## src/rtl/fc_layer_engine.sv

```systemverilog
// Fully-connected layer engine: binarises an activation vector into a mask, sums the
// masked weights of every output node over an Avalon-MM master, and writes clamped results.
module fc_layer_engine #(
    parameter int          N_IN      = 784,
    parameter int          N_OUT     = 200,
    parameter int          DW        = 16,
    parameter int          ACC_W     = 32,
    parameter logic [31:0] IN_BASE   = 32'd600000,
    parameter logic [31:0] W_BASE    = 32'd800,
    parameter logic [31:0] OUT_BASE  = 32'd400000,
    parameter bit          SKIP_ZERO = 1'b1,
    parameter bit          RELU      = 1'b0
) (
    input  logic            clk,
    input  logic            reset_n,
    input  logic            waitrequest,
    input  logic            readdatavalid,
    input  logic [DW-1:0]   readdata,
    output logic            chipselect,
    output logic [DW/8-1:0] byteenable,
    output logic            read_n,
    output logic            write_n,
    output logic [31:0]     address,
    output logic [DW-1:0]   writedata,
    input  logic            start,
    output logic            done,
    output logic            busy,
    output logic [31:0]     status
);

    localparam int IW = (N_IN  > 1) ? $clog2(N_IN)  : 1;
    localparam int NW = (N_OUT > 1) ? $clog2(N_OUT) : 1;
    localparam logic [31:0]    STEP      = 32'(DW / 8);
    localparam logic [IW-1:0]  LAST_IDX  = IW'(N_IN - 1);
    localparam logic [NW-1:0]  LAST_NODE = NW'(N_OUT - 1);
    localparam logic signed [ACC_W-1:0] SAT_MAX = {{(ACC_W-DW+1){1'b0}}, {(DW-1){1'b1}}};
    localparam logic signed [ACC_W-1:0] SAT_MIN = ~SAT_MAX;

    typedef enum logic [3:0] {
        S_IDLE   = 4'd0,
        S_IN_RD  = 4'd1,
        S_IN_WT  = 4'd2,
        S_W_CHK  = 4'd3,
        S_W_RD   = 4'd4,
        S_W_WT   = 4'd5,
        S_W_ADV  = 4'd6,
        S_OUT_WR = 4'd7,
        S_NXT    = 4'd8,
        S_DONE   = 4'd9
    } state_t;

    state_t                    state_q;
    logic                      read_n_q;
    logic                      write_n_q;
    logic [31:0]               addr_q;
    logic [DW-1:0]             wdata_q;
    logic                      done_q;
    logic                      busy_q;
    logic [IW-1:0]             idx_q;
    logic [NW-1:0]             node_q;
    logic signed [ACC_W-1:0]   acc_q;
    logic [N_IN-1:0]           mask_q;
    logic [31:0]               w_addr_q;
    logic [31:0]               out_addr_q;

    logic signed [ACC_W-1:0]   rd_ext;
    logic signed [ACC_W-1:0]   relu_val;
    logic [DW-1:0]             sat_word;

    assign rd_ext = {{(ACC_W-DW){readdata[DW-1]}}, readdata};

    always_comb begin
        relu_val = acc_q;
        if (RELU && acc_q[ACC_W-1]) begin
            relu_val = '0;
        end
        if (relu_val > SAT_MAX) begin
            sat_word = SAT_MAX[DW-1:0];
        end else if (relu_val < SAT_MIN) begin
            sat_word = SAT_MIN[DW-1:0];
        end else begin
            sat_word = relu_val[DW-1:0];
        end
    end

    // Weight address advances on every index, skipped or not, so rows stay aligned.
    always_ff @(posedge clk) begin
        if (!reset_n) begin
            state_q    <= S_IDLE;
            read_n_q   <= 1'b1;
            write_n_q  <= 1'b1;
            addr_q     <= '0;
            wdata_q    <= '0;
            done_q     <= 1'b0;
            busy_q     <= 1'b0;
            idx_q      <= '0;
            node_q     <= '0;
            acc_q      <= '0;
            mask_q     <= '0;
            w_addr_q   <= '0;
            out_addr_q <= '0;
        end else begin
            case (state_q)
                S_IDLE: begin
                    if (start) begin
                        state_q    <= S_IN_RD;
                        busy_q     <= 1'b1;
                        read_n_q   <= 1'b0;
                        addr_q     <= IN_BASE;
                        idx_q      <= '0;
                        node_q     <= '0;
                        acc_q      <= '0;
                        w_addr_q   <= W_BASE;
                        out_addr_q <= OUT_BASE;
                    end
                end
                S_IN_RD: begin
                    if (!waitrequest) begin
                        read_n_q <= 1'b1;
                        state_q  <= S_IN_WT;
                    end
                end
                S_IN_WT: begin
                    if (readdatavalid) begin
                        mask_q[idx_q] <= |readdata;
                        if (idx_q == LAST_IDX) begin
                            idx_q   <= '0;
                            state_q <= S_W_CHK;
                        end else begin
                            idx_q    <= idx_q + 1'b1;
                            addr_q   <= addr_q + STEP;
                            read_n_q <= 1'b0;
                            state_q  <= S_IN_RD;
                        end
                    end
                end
                S_W_CHK: begin
                    if (SKIP_ZERO && !mask_q[idx_q]) begin
                        state_q <= S_W_ADV;
                    end else begin
                        read_n_q <= 1'b0;
                        addr_q   <= w_addr_q;
                        state_q  <= S_W_RD;
                    end
                end
                S_W_RD: begin
                    if (!waitrequest) begin
                        read_n_q <= 1'b1;
                        state_q  <= S_W_WT;
                    end
                end
                S_W_WT: begin
                    if (readdatavalid) begin
                        // With SKIP_ZERO=0 every weight is fetched but only masked ones count.
                        if (mask_q[idx_q]) begin
                            acc_q <= acc_q + rd_ext;
                        end
                        state_q <= S_W_ADV;
                    end
                end
                S_W_ADV: begin
                    w_addr_q <= w_addr_q + STEP;
                    if (idx_q == LAST_IDX) begin
                        write_n_q <= 1'b0;
                        addr_q    <= out_addr_q;
                        wdata_q   <= sat_word;
                        state_q   <= S_OUT_WR;
                    end else begin
                        idx_q   <= idx_q + 1'b1;
                        state_q <= S_W_CHK;
                    end
                end
                S_OUT_WR: begin
                    if (!waitrequest) begin
                        write_n_q <= 1'b1;
                        state_q   <= S_NXT;
                    end
                end
                S_NXT: begin
                    acc_q      <= '0;
                    idx_q      <= '0;
                    out_addr_q <= out_addr_q + STEP;
                    if (node_q == LAST_NODE) begin
                        state_q <= S_DONE;
                        done_q  <= 1'b1;
                        busy_q  <= 1'b0;
                    end else begin
                        node_q  <= node_q + 1'b1;
                        state_q <= S_W_CHK;
                    end
                end
                S_DONE: begin
                    if (!start) begin
                        done_q  <= 1'b0;
                        state_q <= S_IDLE;
                    end
                end
                default: begin
                    state_q <= S_IDLE;
                end
            endcase
        end
    end

    assign chipselect = 1'b1;
    assign byteenable = '1;
    assign read_n     = read_n_q;
    assign write_n    = write_n_q;
    assign address    = addr_q;
    assign writedata  = wdata_q;
    assign done       = done_q;
    assign busy       = busy_q;
    assign status     = {16'(node_q), 8'(idx_q), 8'(state_q)};

endmodule

```

## config.mk

```make
export PLATFORM = sky130hd
export DESIGN_NAME = fc_layer_engine
export DESIGN_NICKNAME = d
export VERILOG_FILES = /design/src/rtl/fc_layer_engine.sv
export SDC_FILE = /design/constraint.sdc
export NUM_CORES = 2
export LEC_CHECK = 0
export CAP_MARGIN = 20
export CORE_MARGIN = 8
export CORE_UTILIZATION = 60
export CTS_CLUSTER_SIZE = 28
export DETAILED_ROUTE_END_ITERATION = 8
export GPL_ROUTABILITY_DRIVEN = 0
export PLACE_DENSITY = 0.78
export SYNTH_ARGS = -nofsm -noshare
export SYNTH_HDL_FRONTEND = slang
export SYNTH_SLANG_ARGS = --single-unit
```

## constraint.sdc

```tcl
create_clock -name clk -period 11.1 [get_ports clk]
set_input_delay 2.775 -clock clk [delete_from_list [all_inputs] [get_ports clk]]
set_output_delay 2.775 -clock clk [all_outputs]
set_load 0.02 [all_outputs]
```

Word level (Yosys, flattened, before mapping) --
Cells that the tools add are included.
Storage, ports and cells: register bits 954, bits in latches 0, bits in writable memories 0, memory bits (read-only) 0, bits of input ports 21, output and inout port bits 87, word-level logic and storage cells 129, memories kept 0
Operators by class: add/sub/neg operators 6, multiply operators 0, divide/modulo/power cells 0, magnitude comparators 4, equal/unequal tests 26, shifts and indexed selects 0, mux-type cells 55, bitwise gates (word level) 0, reduce and logical (&&, ||, !) cells 25
Operators with widths (number):
- 784-bit bitwise mux | 1
- 32-bit two-way mux | 10
- 32-bit case mux with 2 select lines | 2
- 32-bit case mux with 4 select lines | 1
- 32-bit by 2-bit adder with 32-bit output (second input constant) | 3
- 32-bit case mux with 3 select lines | 1
- 10-bit two-way mux | 4
- 10-bit case mux with 4 select lines | 1
- 4-bit case mux with 10 select lines | 1
- 32-bit by 16-bit adder with 32-bit output | 1
- 32-bit by 16-bit > comparator with 1-bit output (second input constant) | 1
- 32-bit by 16-bit less-than comparator with 1-bit output (second input constant) | 1
- 16-bit two-way mux | 2
- 4-bit two-way mux | 8
- 2-bit inequality test (second input constant) | 15
- 4-bit by 3-bit == test with 1-bit output (second input constant) | 4
- 8-bit two-way mux | 2
- 8-bit case mux with 2 select lines | 1
- 16-bit OR reduction | 1
- 1-bit two-way mux | 12
- 3-bit AND reduction | 4
- 6-bit AND reduction | 2
- 4-bit nonzero test | 3
- 10-bit by 11-bit less-than comparator with 1-bit output (second input constant) | 1
- other kinds (22) | 34

Logic depth before layout (Yosys ltp) --
depth in word-level cells 5, mapped depth 18, gate-level depth less buffers 13

Worst setup path after synthesis --
Ideal clock, no wire load.
path kind input to register, from in readdata[0], to reg acc_q[24], setup time 116 ps, arrival 4966 ps, required time 10984 ps, path slack 6018 ps, cell stages on the path 13, path buffers 0, cell sequence ha_1 -> inv_1 -> fa_1 -> nor2b_1 -> o31a_1 -> o211ai_1 -> a21oi_1 -> o21ai_0 -> nand2_1 -> a31oi_1 -> mux2i_1 -> a311oi_1 -> a31o_2
Between the ends: word-level cells in the longest chain between the ends 4
RTL lines:
- from (decl) | line 18 | input logic [DW-1:0] readdata,
- 32-bit by 16-bit adder with 32-bit output | line 156 | acc_q <= acc_q + rd_ext;
- 32-bit two-way mux | line 155 | if (mask_q[idx_q]) begin
- 32-bit two-way mux | line 153 | if (readdatavalid) begin
- 32-bit case mux with 3 select lines | line 103 | case (state_q)
- to (signal assigned) | line 156
- to (decl) | line 61 | logic signed [ACC_W-1:0] acc_q;
Every way passes these cells. The select of a mux whose other input is x is not followed. A chain may end at the register's enable or synchronous reset.

Worst setup path in the final report --
from reg idx_q[1], to reg acc_q[4]
Between the ends: word-level cells in the longest chain between the ends 4
RTL lines:
- from (decl) | line 59 | logic [IW-1:0] idx_q;
- from (signal assigned) | line 130 | idx_q <= idx_q + 1'b1;
- from (signal assigned) | line 169 | idx_q <= idx_q + 1'b1;
- 1-bit binary-select mux with 10-bit select | line 155
- 1-bit two-way mux (implied by the code) | line 155
- 2-bit inequality test (no line)
- 4-bit AND reduction (no line)
Every way passes these cells. The select of a mux whose other input is x is not followed.

==> qor.yml <==
run_status:
  status: "finished clean"
clock_network:
  path_clk_slew_ns: 0.06
  cts-root-buf: "clkbuf_16"
  ctsHoldBuffers: 0
  htree_levels: 3
  cts.repair.resized: 0
  cts_buffers: 98
  clock_sink_count: 952
  cts_tree: "yes"
  cts_setup_buffers: 0
  clk_latency_ns: 0.67
  clk_path_buf_depth: 3
finish:
  fin_area_um2: 49400
  finish.net_count: 4725
  mostFrequentLayoutCell: "dfxtp_1"
  fillers: 6002
  area_growth_syn_to_layout_pct: 9.29
  most-common-layout-cells: "950 x dfxtp_1, 907 x a21oi_1, 780 x a311oi_1, 385 x mux2i_1, 176 x o22ai_1"
  final_util: 0.662
  drive_above_1_share: 0.0834
worst_setup_path:
  reg2reg_depth: 13
  regToRegSetupSlack_ns: 5.05
  cp_data_required_time_ns: 11.61
  worstPathArrival_ns: 6.56
  startpoint: "idx_q[1]$_SDFFE_PN0P_"
  timing.rr.start: "idx_q[1]$_SDFFE_PN0P_"
  cp_max_fo: 117
  crit_end: "acc_q[4]$_SDFFE_PN0P_"
  timing.rr.end: "acc_q[4]$_SDFFE_PN0P_"
  worstSetupPathType: "flip-flop to flip-flop"
  critPathCaptureType: "flip-flop"
  critPathLaunchType: "flip-flop"
placed_design:
  dp_slack_ns: 4.74
  numPortBuffers: 92
  place_area_um2: 46000
  hpwlAfterDp_um: 74300
power:
  powerDensity_nw_per_um2: 156
  ir_drop_mv: 0.118
  finalPower_mw: 7.71
  p_leak_nw: 13.6
global_route:
  antenna_found_initial: 1
  grt_pass1_vias: 37202
  grt_pass1_wl_um: 216000
  grt_max_degree: 243
  grt_util_all_layers: 0.311
  grt_overflow_total: 0
sta:
  finalMaxSlewViolations: 0
  grt_setup_unrepaired: "no"
  finalSetupTns_ns: 0
  slew_headroom: 0.123
  fin_ws_ns: 5.05
  final.min_clock_period_ns: 6.05
  hold_viol: 0
  finalSetupViolCount: 0
  max_slew.worst_pin.slew_ns: 1.32
  fin_crit_sh: 0.545
  clock.fmax_mhz: 165
  fin_worst_skew_ns: 0.0198
floorplan:
  rows: 100
  initial_utilization: 0.606
  io_pins: 108
  die_h_um: 290
  dieWidth_um: 290
  die-area_um2: 84400
  core_um2: 74600
drt:
  ant_nets: 0
  wl_per_cell_um: 24.5
  drc: 0
  via_count: 41355
  drtIter0Drc: 5996
  wirelength_um: 140000
  vias_per_cell: 7.23
  drtPass1Iterations: 7
synth:
  synthesis.area_um2: 45200
  postSynthAreaPerCell_um2: 9.00
  yosysSeqAreaShare: 0.422
  synthCells: 5024
  ys.flop_type: "dfxtp_1"
  yosys_warnings: 0
  synth_edf_count: 0
  ys_ff_latch: 952
  synth.distinct_cells: 74
  synthArstFlopShare: 0
hold_path:
  hold_class: "flip-flop to flip-flop"
job:
  drv_cap: 0
worst min path at each step:
| stage | from | to | slack [ns] | cells after the start |
|---|---|---|---|---|
| 2_1_floorplan | acc_q[12]$_SDFFE_PN0P_ | acc_q[12]$_SDFFE_PN0P_ | 0.45 | 2 |
| 3_3_place_gp | writedata[13]$_SDFFE_PN0P_ | writedata[13]$_SDFFE_PN0P_ | 0.44 | 2 |
| 3_5_place_dp | writedata[13]$_SDFFE_PN0P_ | writedata[13]$_SDFFE_PN0P_ | 0.44 | 2 |
| 4_1_cts | writedata[13]$_SDFFE_PN0P_ | writedata[13]$_SDFFE_PN0P_ | 0.45 | 2 |
| 5_1_grt | writedata[13]$_SDFFE_PN0P_ | writedata[13]$_SDFFE_PN0P_ | 0.47 | 2 |
| 6_report | writedata[13]$_SDFFE_PN0P_ | writedata[13]$_SDFFE_PN0P_ | 0.45 | 2 |
registers in the layout, indices dropped and copies added, names as in the netlist, 4 cells and up:
name / cells
acc_q: 32
address: 32
idx_q: 10
mask_q: 784
node_q: 8
out_addr_q: 31
state_q: 4
w_addr_q: 31
writedata: 16
final cells by class:
cell class	count	area, um2	share of cell area
clock inverters	37	532	0.0108
well taps	969	1210	0.0245
repair buffers	206	1880	0.0381
flip-flops and latches	952	19100	0.386
clock buffers	145	2890	0.0585
inverters	23	93.8	0.00190
diodes	1	2.50	0.0000507
multi-input cells	3383	23700	0.480
Yosys cell counts (55+ instances only):
cell type  number  area, um2
dfxtp_1       952      19100
a21oi_1       907       4540
a311oi_1      780       6830
clkbuf_1      524       1970
mux2i_1       385       3850
nor2_1        202        758
o22ai_1       176       1100
nand2_1       153        574
nand3_1        91        455
nor3_1         68        340
o21ai_0        67        335
nor4_1         55        344
cells by family (layout without fill, tap and decap cells):
family,Yosys count,in the layout,synth area share
other,2,16,0.000166
and+or+nand+nor,776,776,0.0859
DFF,952,952,0.422
xor gates and xnor gates,40,40,0.00775
adders and majority gates,40,40,0.0112
buffers and inverters,702,411,0.0645
muxes,410,410,0.0950
AOI/OAI and AO/OA,2102,2102,0.314
per-layer routing:
layer | track usage | vias up | routed length [um]
met4 | 0.138 | 0 | 6430
met2 | 0.476 | 2285 | 62100
met1 | 0.427 | 19651 | 56700
li1 | - | 18957 | -
met5 | 0 | - | 0
met3 | 0.0562 | 462 | 14800
power breakdown:
| group | total [mW] | internal (mW) | switching, mW |
|---|---|---|---|
| Clock | 3.48 | 2.09 | 1.40 |
| Sequential | 3.50 | 3.45 | 0.0469 |
| Combinational | 0.726 | 0.218 | 0.508 |
metrics by stage:
step | hold WS, ns | std cells
2_1_floorplan | 0.445 | 5037
3_3_place_gp | 0.440 | 5530
3_5_place_dp | 0.443 | 5531
4_1_cts | 0.451 | 5713
5_1_grt | 0.470 | 5715
6_report | 0.447 | 5716
critical path: stages, from the launching register on:
cell	delay, ns
dfxtp_4	0.63
buf_4	0.53
buf_12	0.63
mux2i_1	0.30
o22ai_1	0.13
nor4_1	0.53
nand2_1	0.26
mux4_2	0.55
a32oi_1	0.53
a311o_1	0.60
and2_1	0.20
buf_4	0.44
mux2i_1	0.27
nor2_1	0.05
Note: power is estimated with default switching activity, not from simulation.
